## config.mk

```make
export PLATFORM = sky130hd
export DESIGN_NAME = pipe_wb_trace
export DESIGN_NICKNAME = d
export VERILOG_FILES = /design/src/rtl/pipe_wb_trace.sv
export SDC_FILE = /design/constraint.sdc
export NUM_CORES = 1
export LEC_CHECK = 0
export ABC_AREA = 1
export CAP_MARGIN = 20
export CORE_ASPECT_RATIO = 0.9
export CORE_UTILIZATION = 45
export CTS_CLUSTER_DIAMETER = 50
export DETAILED_ROUTE_END_ITERATION = 7
export PLACE_DENSITY = 0.67
export REMOVE_ABC_BUFFERS = 1
export SKIP_CTS_REPAIR_TIMING = 1
export SLEW_MARGIN = 20
export SYNTH_ARGS = -nofsm -noshare
export SYNTH_HDL_FRONTEND = slang
export SYNTH_SLANG_ARGS = --single-unit
```

## constraint.sdc

```tcl
create_clock -name clock -period 5.9 [get_ports clock]
set_input_delay 1.18 -clock clock [delete_from_list [all_inputs] [get_ports clock]]
set_output_delay 1.18 -clock clock [all_outputs]
set_load 0.02 [all_outputs]
```

## src/rtl/pipe_wb_trace.sv

```systemverilog
// Commit-trace buffer behind the WB stage: every non-r0 register write is tagged
// with a sequence number and queued for a valid/ready debug sink; overflow drops.
module pipe_wb_trace #(
    parameter int DEPTH = 8,
    parameter int AW    = 3,
    parameter int SEQW  = 16
) (
    input  logic            clock,
    input  logic            reset,
    input  logic            en,
    input  logic            wwreg,
    input  logic [4:0]      wrn,
    input  logic [31:0]     wdi,
    output logic            tr_valid,
    input  logic            tr_ready,
    output logic [SEQW-1:0] tr_seq,
    output logic [4:0]      tr_rn,
    output logic [31:0]     tr_data,
    output logic [AW:0]     count,
    output logic            full,
    output logic [7:0]      drop_cnt
);

    localparam logic [AW:0]   FULL_CNT = (AW+1)'(DEPTH);
    localparam logic [AW:0]   CNT_ONE  = (AW+1)'(1);
    localparam logic [AW-1:0] PTR_ONE  = AW'(1);
    localparam logic [SEQW-1:0] SEQ_ONE = SEQW'(1);

    logic [SEQW-1:0] mem_seq_r  [DEPTH];
    logic [4:0]      mem_rn_r   [DEPTH];
    logic [31:0]     mem_data_r [DEPTH];

    logic [AW-1:0]   wr_ptr_r;
    logic [AW-1:0]   rd_ptr_r;
    logic [AW:0]     count_r;
    logic [AW:0]     count_nxt_s;
    logic            full_r;
    logic            valid_r;
    logic [SEQW-1:0] seq_r;
    logic [7:0]      drop_r;

    logic            commit_s;
    logic            pop_s;
    logic            push_s;
    logic            drop_s;

    // Handshake decode: a full FIFO still accepts a commit when the head leaves in the same cycle
    always_comb begin
        commit_s = en & wwreg & (wrn != 5'd0);
        pop_s    = valid_r & tr_ready;
        push_s   = commit_s & (~full_r | pop_s);
        drop_s   = commit_s & full_r & ~pop_s;
    end

    // Next occupancy from the push/pop pair
    always_comb begin
        count_nxt_s = count_r;
        case ({push_s, pop_s})
            2'b10:   count_nxt_s = count_r + CNT_ONE;
            2'b01:   count_nxt_s = count_r - CNT_ONE;
            default: count_nxt_s = count_r;
        endcase
    end

    // Pointer, occupancy and status registers; flags derived from next count so they never lag
    always_ff @(posedge clock) begin
        if (reset) begin
            wr_ptr_r <= '0;
            rd_ptr_r <= '0;
            count_r  <= '0;
            full_r   <= 1'b0;
            valid_r  <= 1'b0;
        end else begin
            if (push_s) wr_ptr_r <= wr_ptr_r + PTR_ONE;
            if (pop_s)  rd_ptr_r <= rd_ptr_r + PTR_ONE;
            count_r <= count_nxt_s;
            full_r  <= (count_nxt_s == FULL_CNT);
            valid_r <= (count_nxt_s != '0);
        end
    end

    // Sequence and saturating drop counters; seq advances on every commit, stored or not
    always_ff @(posedge clock) begin
        if (reset) begin
            seq_r  <= '0;
            drop_r <= 8'd0;
        end else begin
            if (commit_s) seq_r <= seq_r + SEQ_ONE;
            if (drop_s && (drop_r != 8'hFF)) drop_r <= drop_r + 8'd1;
        end
    end

    // Record storage; contents are don't-care until written since the head is masked when empty
    always_ff @(posedge clock) begin
        if (push_s) begin
            mem_seq_r[wr_ptr_r]  <= seq_r;
            mem_rn_r[wr_ptr_r]   <= wrn;
            mem_data_r[wr_ptr_r] <= wdi;
        end
    end

    // First-word-fall-through head, forced to zero while empty
    always_comb begin
        if (valid_r) begin
            tr_seq  = mem_seq_r[rd_ptr_r];
            tr_rn   = mem_rn_r[rd_ptr_r];
            tr_data = mem_data_r[rd_ptr_r];
        end else begin
            tr_seq  = '0;
            tr_rn   = 5'd0;
            tr_data = 32'd0;
        end
    end

    assign tr_valid = valid_r;
    assign count    = count_r;
    assign full     = full_r;
    assign drop_cnt = drop_r;

endmodule

```

**Yosys cells after proc, flatten, opt, wreduce, memory -nomap -nowiden**

Memory sizes are Yosys's and may differ from the RTL's. A register that Yosys moved wholly into a read port is not among the register bits.
Cells that the tools add are included.

- Add/subtract/negate cells: 6
- Equal/unequal tests: 4
- Mux-type cells: 12
- Bitwise logic cells: 9
- Reductions and logical operators: 3

Operators by type and width:

| cell | count |
|---|---|
| 2-to-1 mux 32 bit | 1 |
| 2-to-1 mux 3 bit | 6 |
| adder 16 x 1 -> 16 bit (second input constant) | 1 |
| 2-to-1 mux 16 bit | 1 |
| adder 8 x 1 -> 8 bit (second input constant) | 1 |
| != test 8 bit (second input constant) | 1 |
| case mux 4 bit (2 select lines) | 1 |
| adder 3 x 1 -> 3 bit (second input constant) | 2 |
| bitwise AND 1 bit | 6 |
| 2-to-1 mux 5 bit | 1 |
| nonzero test 5 bit | 1 |
| adder 4 x 1 -> 4 bit (second input constant) | 1 |
| == test 4 bit (second input constant) | 1 |
| nonzero test 4 bit | 1 |
| subtractor 4 x 1 -> 4 bit (second input constant) | 1 |
| == test 2 x 1 -> 1 bit (second input constant) | 1 |
| == test 2 bit (second input constant) | 1 |
| 2-to-1 mux 1 bit | 2 |
| inverter 1 bit | 2 |
| logical AND 1 bit | 1 |
| OR 1 bit | 1 |

- Register bits: 36
- RAM bits: 424
- Input port bits: 42
- Output and inout bits: 67
- Logic and storage cells: 44
- Memories: 3

Memory list:

| memory | words | bits a word | rd ports | clocked after memory_dff | write ports | RTL line | RTL |
|---|---|---|---|---|---|---|---|
| mem_data_r | 8 | 32 | 1 | 1 | 1 | 31 | `logic [31:0] mem_data_r [DEPTH];` |
| mem_seq_r | 8 | 16 | 1 | 1 | 1 | 29 | `logic [SEQW-1:0] mem_seq_r [DEPTH];` |
| mem_rn_r | 8 | 5 | 1 | 1 | 1 | 30 | `logic [4:0] mem_rn_r [DEPTH];` |

**Longest topological paths before layout**

- Word-level depth: 6
- Gate-level depth with buffers: 17
- Mapped depth without buffers: 16

**Worst setup path after synthesis**

OpenSTA, ideal clock, no wires.

- Kind: input to register
- From: in wrn[3]
- To: mem mem_data_r[0][0], enable pin
- Setup time: 0.464 ns
- Data arrival time: 4.029 ns
- Required time: 5.436 ns
- Path slack: 1.407 ns
- Stages on the path: 6
- Path buffers: 0
- Cells stage by stage: nor2_1 > nand3b_1 > nand2_1 > nor2_1 > nand2_1 > nor2_1

- Longest elaborated chain between the ends: 5

Ends and longest elaborated chain:

| element | RTL line | RTL |
|---|---|---|
| from (decl) | 12 | `input logic [4:0] wrn,` |
| nonzero test 5 bit | 49 | `commit_s = en & wwreg & (wrn != 5'd0);` |
| bitwise AND 1 bit | 49 |  |
| bitwise AND 1 bit | 51 | `push_s = commit_s & (~full_r \| pop_s);` |
| 2-to-1 mux 1 bit | 95 | `if (push_s) begin` |
| 2-to-1 mux 1 bit (implied by the code) | 98 | `mem_data_r[wr_ptr_r] <= wdi;` |
| to (decl) | 31 |  |

No other way between the ends.

==> results.json <==
{
  "fill_cells": 3411,
  "tns_ns": 0,
  "r2r_cells": 7,
  "syn-cell-area_um2": 18500,
  "status": "finished clean",
  "relSlewSlack": 0.362,
  "die_width_um": 216,
  "path_max_fanout": 85,
  "period_share": 0.776,
  "cp-end-kind": "output port",
  "grt_pass1_wl_um": 62300,
  "finalHoldViolCount": 0,
  "register_area_um2": 13500,
  "p_switching_mw": 2.47,
  "worst_setup_path_start_kind": "register",
  "max-vdd-ir-drop_v": 0.000306,
  "avgRoutedWirePerCell_um": 18.5,
  "clkSlewWorstSetupHoldPaths_ns": 0.06,
  "first_pass_iters": 5,
  "total_leakage_power_nw": 7.07,
  "ant_nets": 0,
  "die-area_um2": 42000,
  "syn_to_final_growth_pct": 16.2,
  "holdPathStages": 2,
  "rows": 70,
  "port_buffers": 108,
  "crit_buf_inv": 3,
  "final_cell_mix": "424 x edfxtp_1, 373 x nor2_1, 190 x o21ai_0",
  "path_class": "reg2out",
  "path_cells": "inv_4 > buf_4 > nor2_1 > o21ai_1 > o21ai_1 > nor2_1 > clkdlybuf4s50_1",
  "seqPwrFrac": 0.453,
  "gp_routability_congestion": 0.781,
  "p_int_mw": 5.95,
  "cap_viol_max_count": 0,
  "worst_pin_slew_ns": 0.957,
  "max_freq_mhz": 218,
  "drive_gt1_frac": 0.0589,
  "hpwl_um": 20100,
  "critPathArrivalTime_ns": 3.40,
  "initial_core_util": 0.456,
  "finalMaxSlewViolations": 0,
  "setup_viol": 0,
  "vias": 11700,
  "r2r_setup_slack_ns": 2.60,
  "cts_buffer_depth": 3,
  "antenna_found_initial": 1,
  "cts_tree": "built",
  "first_iter_violations": 893,
  "period_minus_slack_ns": 4.58,
  "ios": 109,
  "numCtsBuffers": 46,
  "htree_levels": 2,
  "drc": 0,
  "yosys_warnings": 0,
  "grt_max_degree": 136,
  "r2r_end": "mem_seq_r[1][9]",
  "n_antenna_cell": 0,
  "synth_cell_types": 32,
  "clkSinkCount": 463,
  "finClkSkew_ns": 0.0173,
  "synthCells": 1506,
  "cp_top_family": "buffers and inverters",
  "drt-vias-per-instance": 5.39,
  "clock_latency_ns": 0.58,
  "nets": 1646,
  "drt-total-wl_um": 40200,
  "multi_input_area_um2": 4520,
  "grt_pass1_vias": 11200,
  "yosysSeqAreaShare": 0.729,
  "cp_slowest_cell": "clkdlybuf4s50_1",
  "required_ns": 4.72,
  "clock_power_share": 0.326,
  "p_total_mw": 8.42,
  "syn-mean-instance-area_um2": 12.3,
  "worstHoldStart": "rd_ptr_r[2]",
  "groute.usage.overall": 0.192,
  "final_common_cell": "edfxtp_1",
  "crit_path_max_incr_delay_ns": 0.66,
  "r2r_start": "tr_valid",
  "rsz0062_at_grt": "no",
  "combinationalPowerShare": 0.221,
  "switching_share": 0.294,
  "overflow": 0,
  "root_buffer": "clkbuf_16",
  "synth-seq-cells": 463,
  "power.density_nw_per_um2": 391,
  "hold_path.class": "reg2reg",
  "coreArea_um2": 40600,
  "die_h_um": 195
}
sequential cells by signal, indices dropped and copies added (netlist names), named ones only:
register    cells
count           4
drop_cnt        8
full            1
mem_data_r    256
mem_rn_r       40
mem_seq_r     128
rd_ptr_r        3
seq_r          16
tr_valid        1
wr_ptr_r        3
kinds of logic after synthesis:
family	share of synthesized area
mux	0.0286
compound gates	0.0989
buf+inv	0.0310
simple gates	0.105
xor+xnor	0.00331
flops	0.729
fa+ha+maj	0.00472
worst register-to-register path, delay by kind of cell (launching register included):
| family | cells | cell delay [ns] |
|---|---|---|
| simple gates | 5 | 1.46 |
| buf+inv | 2 | 0.63 |
| flops | 1 | 0.88 |
routing by layer:
metal  track usage  wire (µm)
met1         0.274      18200
met2         0.304      18700
met3        0.0341       2570
met4        0.0488        704
met5             0         13
power by group through the flow:
stage / logic, mW / clock network, mW / registers [mW]
2_1_floorplan: 1.10 / 0 / 3.95
3_3_place_gp: 1.85 / 0 / 3.88
3_5_place_dp: 1.87 / 0 / 3.89
4_1_cts: 1.88 / 2.80 / 3.82
5_1_grt: 2.07 / 2.93 / 3.83
6_report: 1.86 / 2.74 / 3.82
through the flow:
step,util,area [µm²],cells,setup slack (ns),hold slack [ns]
after floorplan,-,18100,1421,-4.18,0.433
after global placement,0.495,20100,2089,1.41,0.445
after detailed placement,0.495,20100,2089,1.33,0.448
after CTS,0.530,21500,2171,1.26,0.457
after global routing,0.530,21500,2171,1.11,0.507
final,0.530,21500,2171,1.32,0.451
area by class of cell:
type,count,share of cell area
sequential,463,0.628
multi-input combinational,920,0.210
timing repair buffer,128,0.0589
clock buffer,63,0.0573
tap,540,0.0314
clock inverter,19,0.00813
inverter,38,0.00674
synth_stat cells:
master    count  area [µm²]
a21oi_1      19        95.1
inv_1        36         135
clkbuf_1     46         173
buf_1         3        11.3
buf_6         9         101
nor2_1      381        1430
nor2_2        2        12.5
clkinv_1      1        3.75
xor2_1        3        26.3
a31oi_1       1        6.26
a211oi_1      1        7.51
nor3_1        3        15.0
o21a_1        1        7.51
nand2_2       1        6.26
o21ai_1      87         435
ha_1          7        87.6
nand3_1      23         115
xnor2_1       4        35.0
nand3b_1      2        15.0
or2_2         1        6.26
buf_2        25         125
nand2b_1      1        6.26
nand4_1       5        31.3
mux2i_1      53         531
buf_8         1        15.0
nand2_1      82         308
inv_2         1        3.75
o22ai_1      53         332
buf_4         1        7.51
edfxtp_1    424       12700
o21ai_0     190         951
dfxtp_1      39         781
how the worst max path moves through the flow:
stage / startpoint / end / slack, ns / cells past startpoint
2_1_floorplan: register / tr_data[0] / -4.18 / 5
3_5_place_dp: wrn[2] / mem_seq_r[1][5] / 1.33 / 8
6_report: register / tr_seq[5] / 1.32 / 7
5_1_grt: register / tr_seq[2] / 1.11 / 7
3_3_place_gp: wrn[2] / mem_data_r[1][18] / 1.41 / 8
4_1_cts: register / tr_seq[5] / 1.26 / 7
Note: power is estimated with default switching activity, not from simulation.
